## src/rtl/cell_particle_reader_if.sv

```systemverilog
// Particle stream interface between the cell reader and its consumers.
// Ports (signals):
//   out_data  - particle word {posz, posy, posx}
//   out_index - cell memory address the word came from (1..N)
//   out_last  - final beat of the cell
//   out_valid - beat available (driven by master)
//   out_ready - consumer accepts (driven by slave); transfer on valid && ready
interface cell_particle_reader_if #(
  parameter int unsigned DATA_WIDTH = 96,
  parameter int unsigned ADDR_WIDTH = 8
);
  logic [DATA_WIDTH-1:0] out_data;
  logic [ADDR_WIDTH-1:0] out_index;
  logic                  out_last;
  logic                  out_valid;
  logic                  out_ready;

  modport master (
    output out_data,
    output out_index,
    output out_last,
    output out_valid,
    input  out_ready
  );

  modport slave (
    input  out_data,
    input  out_index,
    input  out_last,
    input  out_valid,
    output out_ready
  );
endinterface

```

## src/rtl/cell_particle_reader.sv

```systemverilog
// Read-side controller for one cell position RAM. Address 0 holds the particle
// count, addresses 1..N hold particle words. On start it reads the count, then
// streams every particle word out through a small skid FIFO that absorbs the
// two reads that can still be in flight when the consumer stalls.
// Ports:
//   clock, rst_n           - clock, asynchronous active-low reset
//   start                  - one-cycle pulse, ignored while busy
//   busy, done             - sequence in progress / one-cycle completion pulse
//   count_err              - stored count was above PARTICLE_NUM-1 (clamped)
//   mem_address, mem_rden  - registered read request to the RAM
//   mem_wren               - always 0, this block never writes
//   mem_q                  - RAM read data, 2 cycles after the rden cycle
//   out_if                 - particle stream (master side)
module cell_particle_reader #(
  parameter int unsigned DATA_WIDTH   = 96,
  parameter int unsigned PARTICLE_NUM = 220,
  parameter int unsigned ADDR_WIDTH   = 8,
  parameter int unsigned FIFO_DEPTH   = 4
) (
  input  logic                   clock,
  input  logic                   rst_n,
  input  logic                   start,
  output logic                   busy,
  output logic                   done,
  output logic                   count_err,
  output logic [ADDR_WIDTH-1:0]  mem_address,
  output logic                   mem_rden,
  output logic                   mem_wren,
  input  logic [DATA_WIDTH-1:0]  mem_q,
  cell_particle_reader_if.master out_if
);

  localparam int unsigned PtrW = $clog2(FIFO_DEPTH);
  localparam int unsigned CntW = $clog2(FIFO_DEPTH) + 1;
  localparam logic [ADDR_WIDTH-1:0] MaxCount = ADDR_WIDTH'(PARTICLE_NUM - 1);

  typedef enum logic [2:0] {StIdle, StCntRd, StCntWait, StStream, StDrain} state_e;

  state_e state_q, state_d;

  logic                  busy_q, busy_d;
  logic                  done_q, done_d;
  logic                  err_q, err_d;
  logic                  rden_q, rden_d;
  logic [ADDR_WIDTH-1:0] addr_q, addr_d;
  logic [ADDR_WIDTH-1:0] count_q, count_d;
  logic [1:0]            in_flight_q, in_flight_d;

  // Read-return pipeline: stage 2 lines up with mem_q of that read.
  logic                  rd_p1_q, rd_p2_q;
  logic [ADDR_WIDTH-1:0] addr_p1_q, addr_p2_q;

  logic [DATA_WIDTH-1:0] fifo_data_q  [FIFO_DEPTH];
  logic [ADDR_WIDTH-1:0] fifo_index_q [FIFO_DEPTH];
  logic [FIFO_DEPTH-1:0] fifo_last_q;
  logic [PtrW-1:0]       wr_ptr_q, wr_ptr_d;
  logic [PtrW-1:0]       rd_ptr_q, rd_ptr_d;
  logic [CntW-1:0]       fifo_cnt_q, fifo_cnt_d;

  logic                  push, pop;
  logic                  cnt_ready, count_over, last_issued, issue_ok, last_pop;
  logic [ADDR_WIDTH-1:0] raw_count, clamped_count;

  // Only data reads land in the FIFO; the count read returns in StCntWait.
  assign push      = rd_p2_q && ((state_q == StStream) || (state_q == StDrain));
  assign pop       = out_if.out_valid && out_if.out_ready;
  assign last_pop  = pop && out_if.out_last;
  assign cnt_ready = (state_q == StCntWait) && rd_p2_q;

  assign raw_count     = mem_q[ADDR_WIDTH-1:0];
  assign count_over    = raw_count > MaxCount;
  assign clamped_count = count_over ? MaxCount : raw_count;
  assign last_issued   = (addr_q == count_q);

  assign fifo_cnt_d  = fifo_cnt_q + CntW'(push) - CntW'(pop);
  assign wr_ptr_d    = push ? wr_ptr_q + PtrW'(1) : wr_ptr_q;
  assign rd_ptr_d    = pop ? rd_ptr_q + PtrW'(1) : rd_ptr_q;
  // Reads outstanding next cycle: the one on the bus now plus the one after it.
  assign in_flight_d = {1'b0, rden_q} + {1'b0, rd_p1_q};
  // rden is registered, so judge room against next-cycle occupancy.
  assign issue_ok    = (32'(fifo_cnt_d) + 32'(in_flight_d)) < FIFO_DEPTH;

  // State register and registered outputs.
  always_ff @(posedge clock or negedge rst_n) begin
    if (!rst_n) begin
      state_q     <= StIdle;
      busy_q      <= 1'b0;
      done_q      <= 1'b0;
      err_q       <= 1'b0;
      rden_q      <= 1'b0;
      addr_q      <= '0;
      count_q     <= '0;
      in_flight_q <= '0;
      rd_p1_q     <= 1'b0;
      rd_p2_q     <= 1'b0;
      addr_p1_q   <= '0;
      addr_p2_q   <= '0;
      wr_ptr_q    <= '0;
      rd_ptr_q    <= '0;
      fifo_cnt_q  <= '0;
    end else begin
      state_q     <= state_d;
      busy_q      <= busy_d;
      done_q      <= done_d;
      err_q       <= err_d;
      rden_q      <= rden_d;
      addr_q      <= addr_d;
      count_q     <= count_d;
      in_flight_q <= in_flight_d;
      rd_p1_q     <= rden_q;
      rd_p2_q     <= rd_p1_q;
      addr_p1_q   <= addr_q;
      addr_p2_q   <= addr_p1_q;
      wr_ptr_q    <= wr_ptr_d;
      rd_ptr_q    <= rd_ptr_d;
      fifo_cnt_q  <= fifo_cnt_d;
    end
  end

  // FIFO storage needs no reset: outputs are masked while the FIFO is empty.
  always_ff @(posedge clock) begin
    if (push) begin
      fifo_data_q[wr_ptr_q]  <= mem_q;
      fifo_index_q[wr_ptr_q] <= addr_p2_q;
      fifo_last_q[wr_ptr_q]  <= (addr_p2_q == count_q);
    end
  end

  // Next-state logic.
  always_comb begin
    state_d = state_q;
    unique case (state_q)
      StIdle:    if (start) state_d = StCntRd;
      StCntRd:   state_d = StCntWait;
      StCntWait: begin
        if (cnt_ready) state_d = (clamped_count == '0) ? StIdle : StStream;
      end
      StStream:  if (last_issued) state_d = StDrain;
      StDrain:   if (last_pop) state_d = StIdle;
      default:   state_d = StIdle;
    endcase
  end

  // Output / datapath next values.
  always_comb begin
    rden_d  = 1'b0;
    addr_d  = addr_q;
    count_d = count_q;
    err_d   = err_q;
    done_d  = 1'b0;
    unique case (state_q)
      StIdle: begin
        if (start) begin
          rden_d = 1'b1;
          addr_d = '0;
          err_d  = 1'b0;
        end
      end
      StCntWait: begin
        if (cnt_ready) begin
          count_d = clamped_count;
          err_d   = count_over;
          if (clamped_count == '0) begin
            done_d = 1'b1;
          end else begin
            // FIFO is empty here, so the first data read needs no room check.
            rden_d = 1'b1;
            addr_d = ADDR_WIDTH'(1);
          end
        end
      end
      StStream: begin
        if (!last_issued && issue_ok) begin
          rden_d = 1'b1;
          addr_d = addr_q + ADDR_WIDTH'(1);
        end
      end
      StDrain:  if (last_pop) done_d = 1'b1;
      default:  ;
    endcase
    // done shares its cycle with busy; a start in that cycle keeps busy up.
    busy_d = (state_d != StIdle) || done_d;
  end

  assign busy        = busy_q;
  assign done        = done_q;
  assign count_err   = err_q;
  assign mem_address = addr_q;
  assign mem_rden    = rden_q;
  assign mem_wren    = 1'b0;

  assign out_if.out_valid = (fifo_cnt_q != '0);
  assign out_if.out_data  = out_if.out_valid ? fifo_data_q[rd_ptr_q] : '0;
  assign out_if.out_index = out_if.out_valid ? fifo_index_q[rd_ptr_q] : '0;
  assign out_if.out_last  = out_if.out_valid & fifo_last_q[rd_ptr_q];

endmodule

```

## src/flat_wrapper.sv

```systemverilog
// flat-port wrapper written by rule: the top's interface ports become plain ports
module cell_particle_reader_flat 
#(
  parameter int unsigned DATA_WIDTH   = 96,
  parameter int unsigned PARTICLE_NUM = 220,
  parameter int unsigned ADDR_WIDTH   = 8,
  parameter int unsigned FIFO_DEPTH   = 4
)
  (clock, rst_n, start, busy, done, count_err, mem_address, mem_rden, mem_wren, mem_q, out_if_out_data, out_if_out_index, out_if_out_last, out_if_out_valid, out_if_out_ready);
  cell_particle_reader_if #(.DATA_WIDTH(DATA_WIDTH), .ADDR_WIDTH(ADDR_WIDTH)) out_if_i ();
  input  logic clock;
  input  logic rst_n;
  input  logic start;
  output logic busy;
  output logic done;
  output logic count_err;
  output logic [ADDR_WIDTH-1:0] mem_address;
  output logic mem_rden;
  output logic mem_wren;
  input  logic [DATA_WIDTH-1:0] mem_q;
  output wire logic [$bits(out_if_i.out_data)-1:0] out_if_out_data;
  output wire logic [$bits(out_if_i.out_index)-1:0] out_if_out_index;
  output wire logic [$bits(out_if_i.out_last)-1:0] out_if_out_last;
  output wire logic [$bits(out_if_i.out_valid)-1:0] out_if_out_valid;
  input wire logic [$bits(out_if_i.out_ready)-1:0] out_if_out_ready;
  assign out_if_out_data = out_if_i.out_data;
  assign out_if_out_index = out_if_i.out_index;
  assign out_if_out_last = out_if_i.out_last;
  assign out_if_out_valid = out_if_i.out_valid;
  assign out_if_i.out_ready = out_if_out_ready;
  cell_particle_reader #(.DATA_WIDTH(DATA_WIDTH), .PARTICLE_NUM(PARTICLE_NUM), .ADDR_WIDTH(ADDR_WIDTH), .FIFO_DEPTH(FIFO_DEPTH)) u_core (.clock(clock), .rst_n(rst_n), .start(start), .busy(busy), .done(done), .count_err(count_err), .mem_address(mem_address), .mem_rden(mem_rden), .mem_wren(mem_wren), .mem_q(mem_q), .out_if(out_if_i));
endmodule
```

## config.mk

```make
export PLATFORM = sky130hd
export DESIGN_NAME = cell_particle_reader_flat
export DESIGN_NICKNAME = d
export VERILOG_FILES = /design/src/rtl/cell_particle_reader_if.sv /design/src/rtl/cell_particle_reader.sv /design/src/flat_wrapper.sv
export SDC_FILE = /design/constraint.sdc
export NUM_CORES = 1
export LEC_CHECK = 0
export ABC_AREA = 1
export CAP_MARGIN = 5
export CORE_ASPECT_RATIO = 1.2
export CORE_UTILIZATION = 25
export DETAILED_ROUTE_END_ITERATION = 12
export DONT_BUFFER_PORTS = 1
export GPL_ROUTABILITY_DRIVEN = 1
export PLACE_DENSITY_LB_ADDON = 0.2
export RECOVER_POWER = 100
export SLEW_MARGIN = 40
export SYNTH_ARGS = -nofsm -noshare
export SYNTH_HDL_FRONTEND = slang
export SYNTH_SLANG_ARGS = --single-unit
```

## constraint.sdc

```tcl
create_clock -name clock -period 7.25 [get_ports clock]
set_input_delay 1.45 -clock clock [delete_from_list [all_inputs] [get_ports clock]]
set_output_delay 1.45 -clock clock [all_outputs]
set_load 0.01 [all_outputs]
```

==> results.sh, run 1 <==
export IMPL_firstDrtPassIters=7
export IMPL_wl_met1_um=21000
export IMPL_yosys_area_share_adder_pct=0.644
export IMPL_post_cts_buffers=0
export IMPL_route_met2_wl_um=23500
export IMPL_yosys_warnings=0
export IMPL_wl_per_cell_um=18.8
export IMPL_die_x_um=251
export IMPL_fin_skew_ps=22.0
export IMPL_total_power_uw=9510
export IMPL_reg2reg_to="u_core.fifo_data_q[2][56]$_DFFE_PP_"
export IMPL_synth_fp_nets=1640
export IMPL_rows=109
export IMPL_syn_inst=1531
export IMPL_finalSetupTns_ps=0
export IMPL_num_fill_cells=7558
export IMPL_antenna_found_initial=1
export IMPL_finish_net_count=1631
export IMPL_worstPathArrival_ps=4050
export IMPL_grt_max_degree=101
export IMPL_synthTopCellsByCount="447 x nor2_1, 420 x edfxtp_1, 211 x o21ai_0"
export IMPL_violations="capacitance limit, slew limit"
export IMPL_crit_type="reg2out"
export IMPL_regToRegSetupSlack_ps=1810
export IMPL_clock_path_buffers=3
export IMPL_hold_end="u_core.addr_p2_q[4]$_DFF_PN0_"
export IMPL_clock_root_buffer="clkbuf_16"
export IMPL_final_max_slew_viol_count=261
export IMPL_synth_top_area_cell="edfxtp_1"
export IMPL_clk_pin_slew_ps=60
export IMPL_initial_core_util_pct=25.3
export IMPL_min_period_ps=5500
export IMPL_slowest_delay_ps=1650
export IMPL_overflow=0
export IMPL_cp_required_ps=5800
export IMPL_synthMostInstantiatedCell="nor2_1"
export IMPL_grt_pass1_vias=11300
export IMPL_synth_top_family_by_area="simple AND/OR/NAND/NOR gates"
export IMPL_top_layer="met5"
export IMPL_wl_met3_um=2670
export IMPL_synth_area_sq_um=18600
export IMPL_port_buffer_count=0
export IMPL_yosys_area_share_simple_pct=12.1
export IMPL_synth_mux_area_share_pct=0
export IMPL_rsz0062_at_grt="false"
export IMPL_layout_drive_gt1_share_pct=5.97
export IMPL_fin_crit_sh_pct=75.9
export IMPL_status="finished, violations left"
export IMPL_async_flop_share_pct=10.3
export IMPL_power_density_nw_per_um2=450
export IMPL_route_vias_total=11100
export IMPL_grt_use_total_pct=12.6
export IMPL_ios=219
export IMPL_routabilityCongestion=0.766
export IMPL_drt_total_wl_um=48200
export IMPL_coreArea_sq_um=73800
export IMPL_die_h_um=301
export IMPL_startpoint_type="flip-flop"
export IMPL_diodes=0
export IMPL_hold_viol_final=0
export IMPL_yosys_register_bits=468
export IMPL_end_kind="output pin"
export IMPL_antenna_left=0
export IMPL_r2r_start="u_core.state_q[2]$_DFF_PN0_"
export IMPL_critPathSlowestCell="dfrtp_1"
export IMPL_max_vdd_ir_drop_v=0.000203
export IMPL_dp_hpwl_um=28300
export IMPL_ctsResizeCount=0
export IMPL_hp_start="u_core.addr_p1_q[4]$_DFF_PN0_"
export IMPL_tightest_slew_ps=3300
export IMPL_hp_class="reg2reg"
export IMPL_design_area_sq_um=21100
export IMPL_rr_worst_depth=7
export IMPL_place_area_sq_um=19800
export IMPL_leakagePower_uw=0.00715
export IMPL_insertion_delay_ps=580
export IMPL_synth_xor_area_share_pct=0.705
export IMPL_path_buf_inv=2
export IMPL_max_cap_violations=7
export IMPL_cts_tree="yes"
export IMPL_yosysUniqueCellTypes=36
export IMPL_die_area_sq_um=75700
export IMPL_whs_path_depth=0
export IMPL_synth_area_per_cell_sq_um=12.2
export IMPL_synth_edf_count=420
export IMPL_synthTopCellsByArea="edfxtp_1 68%, nor2_1 9.0%, dfrtp_1 6.4%, o21ai_0 5.7%, a21oi_1 2.9%"
export IMPL_areaGrowthSynthToFinish_pct=13.4
export IMPL_synth_top_cell_area_share_pct=67.7
export IMPL_cp_max_fo=71
export IMPL_cts_buffers=50
export IMPL_seq_area_frac_synth_pct=74.1
export IMPL_drt_iter0_markers=706
export IMPL_grt_first_pass_wirelength_um=72400
export IMPL_critPathTopFamily="flip-flops"
export IMPL_cts_sinks=468
export IMPL_relSlewSlack_pct=-120
export IMPL_finalSetupViolCount=0
export IMPL_fmax_mhz=182
export IMPL_finalHoldWorstSlack_ps=346
export IMPL_cts_max_level=2
export IMPL_cp_cell_sequence="inv_6 -> buf_4 -> nor2_1 -> o21ai_0 -> a21oi_1"
export IMPL_vias_per_cell=4.33
export IMPL_synth_compound_area_share_pct=9.15
export IMPL_ys_flop_type="edfxtp_1"
export IMPL_drc=0
export IMPL_cts_hold_buf=0
==> cell type report <==
type                    instances  area [sq um]  area share, %
inverters                      50           198          0.935
clock buffers                  69          1350           6.40
flip-flops and latches        468         13800           65.3
repair buffers                 23           159          0.751
clock inverters                20           231           1.09
multi-input cells             929          4140           19.6
well taps                     999          1250           5.91
==> registers in the layout (all words and copies together), names as in the netlist, 2 cells and up <==
name,flops
u_core.fifo_index_q,32
u_core.wr_ptr_q,2
u_core.addr_p2_q,8
u_core.fifo_last_q,4
u_core.fifo_data_q,384
u_core.addr_p1_q,8
u_core.fifo_cnt_q,3
u_core.rd_ptr_q,2
u_core.state_q,3
u_core.count_q,8
u_core.mem_address,8
==> power by group <==
| group | switching [uW] | total, uW | internal (uW) |
|---|---|---|---|
| clock | 1040 | 2510 | 1480 |
| sequential | 297 | 4020 | 3720 |
| combinational | 2260 | 2970 | 713 |
==> per-stage QoR <==
| step | util, % | setup slack, ps | instances |
|---|---|---|---|
| after floorplan | - | 1350 | 1531 |
| after global placement | 26.6 | 3080 | 2460 |
| after detailed placement | 26.9 | 3040 | 2468 |
| after CTS | 29.0 | 2400 | 2557 |
| after global routing | 28.7 | 1250 | 2558 |
| final | 28.7 | 1750 | 2558 |
==> worst register-to-register path, delay by kind of cell, from the launching register on <==
family	cells	cell delay, ps
flops	1	420
compound gates	1	640
buf+inv	4	2890
simple gates	2	990
==> per-layer routing <==
layer | vias up | GRT usage, %
li1 | 5303 | -
met1 | 5493 | 15.8
met2 | 207 | 21.5
met3 | 61 | 3.25
met4 | 2 | 3.47
met5 | - | 0
==> cells by family after synthesis <==
kind of cell               after synthesis
AOI/OAI and AO/OA                      335
xor gates and xnor gates                15
adders and majority gates                9
buffers and inverters                  134
DFF                                    468
other                                    1
and+or+nand+nor                        569
==> placed cells by master, fill, tap and decap left out, types with 3 or more instances in the layout <==
cell	synthesis	layout
nor2_1	447	452
edfxtp_1	420	420
o21ai_0	211	220
a21oi_1	109	111
nand2_1	81	83
clkbuf_16	0	51
dfrtp_1	48	47
inv_1	40	43
clkbuf_1	30	28
nand3_1	18	19
xor2_1	9	9
ha_1	8	8
clkinv_1	1	7
xnor2_1	6	6
buf_4	12	6
bufinv_16	0	5
clkinv_2	0	5
inv_2	9	4
nor3_1	3	4
inv_6	0	3
==> how the worst max path moves through the flow <==
| stage | startpoint | end | slack [ps] | cells past startpoint |
|---|---|---|---|---|
| finish | u_core.rd_ptr_q[1]$_DFFE_PN0P_ | out_if_out_data[78] | 1750 | 5 |
| floorplan | u_core.state_q[0]$_DFF_PN0_ | u_core.fifo_data_q[0][0]$_DFFE_PP_ | 1350 | 6 |
| global route | u_core.rd_ptr_q[1]$_DFFE_PN0P_ | out_if_out_data[49] | 1250 | 5 |
| detailed placement | u_core.rd_ptr_q[0]$_DFFE_PN0P_ | out_if_out_data[10] | 3040 | 4 |
| global placement | u_core.rd_ptr_q[0]$_DFFE_PN0P_ | out_if_out_data[10] | 3080 | 4 |
| CTS | u_core.rd_ptr_q[0]$_DFFE_PN0P_ | out_if_out_data[10] | 2400 | 4 |
No activity file was read; power rests on OpenSTA's default activity.
==> inputs of run 2 (changes only) <==
Clock period 7.25 ns to 4.7 ns, I/O delays scaled along.
==> run 2 against run 1 <==
The run still ends with capacitance limit, slew limit left. Clock power grew 55%. First-iteration DRC count shrank 11%. Design area grew 0.65%. Count of clock-buffer cells in the layout shrank 4. Via count shrank 0.77%. Non-clock buffer count grew 1. Die area is the same. Critical path type unchanged. Largest power group unchanged.
==> results.sh, run 2 (synthesized netlist as in run 1, its figures left out) <==
export IMPL_layout_drive_gt1_share_pct=6.77
export IMPL_largest_register_ffs=384
export IMPL_fmax_mhz=239
export IMPL_route_vias_total=11000
export IMPL_ctsResizeCount=0
export IMPL_total_power_uw=14800
export IMPL_end_kind="output pin"
export IMPL_insertion_delay_ps=580
export IMPL_initial_core_util_pct=25.3
export IMPL_rr_worst_depth=7
export IMPL_wl_per_cell_um=19.1
export IMPL_startpoint_type="flip-flop"
export IMPL_firstDrtPassIters=7
export IMPL_drt_total_wl_um=48900
export IMPL_violations="capacitance limit, slew limit"
export IMPL_regMostFlops="u_core.fifo_data_q"
export IMPL_relSlewSlack_pct=-56.3
export IMPL_grt_use_total_pct=12.8
export IMPL_tightest_slew_ps=2340
export IMPL_fin_skew_ps=18.9
export IMPL_design_area_sq_um=21300
export IMPL_routabilityCongestion=0.749
export IMPL_overflow=0
export IMPL_areaGrowthSynthToFinish_pct=14.2
export IMPL_place_area_sq_um=19800
export IMPL_clock_path_buffers=3
export IMPL_coreArea_sq_um=73800
export IMPL_rows=109
export IMPL_die_x_um=251
export IMPL_dp_hpwl_um=26700
export IMPL_status="finished, violations left"
export IMPL_cp_max_fo=106
export IMPL_port_buffer_count=0
export IMPL_dp_cells=2466
export IMPL_cts_max_level=2
export IMPL_grt_max_degree=137
export IMPL_final_cell_mix="450 x nor2_1, 420 x edfxtp_1, 212 x o21ai_0"
export IMPL_hp_class="in2async"
export IMPL_die_h_um=301
export IMPL_cts_sinks=468
export IMPL_fin_crit_sh_pct=88.9
export IMPL_vias_per_cell=4.28
export IMPL_min_period_ps=4180
export IMPL_rsz0062_at_grt="false"
export IMPL_grt_first_pass_wirelength_um=72900
export IMPL_cts_tree="yes"
export IMPL_power_density_nw_per_um2=694
export IMPL_die_area_sq_um=75700
export IMPL_drc=0
export IMPL_grt_pass1_vias=11100
export IMPL_antenna_found_initial=0
export IMPL_worstPathArrival_ps=3240
export IMPL_diodes=0
export IMPL_finish_utilization_pct=28.8
export IMPL_cp_required_ps=3760
export IMPL_cts_buffers=52
export IMPL_clock_root_buffer="clkbuf_16"
export IMPL_max_cap_violations=6
export IMPL_antenna_left=0
export IMPL_crit_type="reg2out"
export IMPL_max_vdd_ir_drop_v=0.000480
export IMPL_finish_net_count=1634
export IMPL_layout_commonest_cell="nor2_1"
export IMPL_finalSetupTns_ps=0
export IMPL_final_max_slew_viol_count=363
export IMPL_reg_top3="u_core.fifo_data_q x384, u_core.fifo_index_q x32"
export IMPL_leakagePower_uw=0.00722
export IMPL_clk_pin_slew_ps=60
export IMPL_finalSetupViolCount=0
export IMPL_hold_viol_final=0
export IMPL_ios=219
export IMPL_layout_cells_non_filler=2565
export IMPL_drt_iter0_markers=625
[run 2: final timing paths]
kind | startpoint | slack [ps] | to
setup reg to reg | u_core.state_q[0]$_DFF_PN0_ | 920 | u_core.fifo_data_q[1][5]$_DFFE_PP_
setup / recovery | u_core.fifo_cnt_q[1]$_DFF_PN0_ | 520 | out_if_out_index[7]
max in group asynchronous | rst_n | 1960 | u_core.rd_ptr_q[1]$_DFFE_PN0P_
hold reg to reg | u_core.addr_p1_q[6]$_DFF_PN0_ | 350 | u_core.addr_p2_q[6]$_DFF_PN0_
min in group clock | u_core.addr_p1_q[6]$_DFF_PN0_ | 350 | u_core.addr_p2_q[6]$_DFF_PN0_
hold / removal | rst_n | 50 | u_core.addr_p2_q[4]$_DFF_PN0_
[run 2: where the power goes]
group          leakage, uW  switching [uW]  internal [uW]
registers          0.00442             388           5730
logic              0.00200            3610           1140
clock network     0.000797            1640           2260
total              0.00722            5630           9130
[run 2: repair_timing]
action,in CTS,in global routing
buffers inserted,0,0
endpoints found under the hold margin,41,0
hold buffers,3,0
[run 2: worst max-delay path: stages (launching register included)]
cell	delay, ps
dfrtp_1	430
nor3_1	410
clkbuf_4	1330
a21oi_1	430
[run 2: stage by stage]
step                      setup WS [ps]  hold slack, ps
after floorplan                   -1200             331
after global placement             1210             333
after detailed placement           1190             335
after CTS                           530            1.18
after global routing                223            4.52
final                               523            49.6
[run 2: final cells by class]
cell class / count / area [sq um]
fill: 7541 / 52500
sequential: 468 / 13800
multi-input combinational: 929 / 4140
clock buffer: 65 / 1430
tap: 999 / 1250
timing repair buffer: 24 / 235
clock inverter: 30 / 203
inverter: 50 / 195
[run 2: metal layers]
layer / GRT usage, % / share of wire, % / vias to the layer above
li1: - / - / 5309
met1: 15.9 / 43 / 5378
met2: 22.1 / 49 / 233
met3: 3.34 / 5.8 / 61
met4: 3.43 / 2.0 / 0
met5: 0 / 0 / -
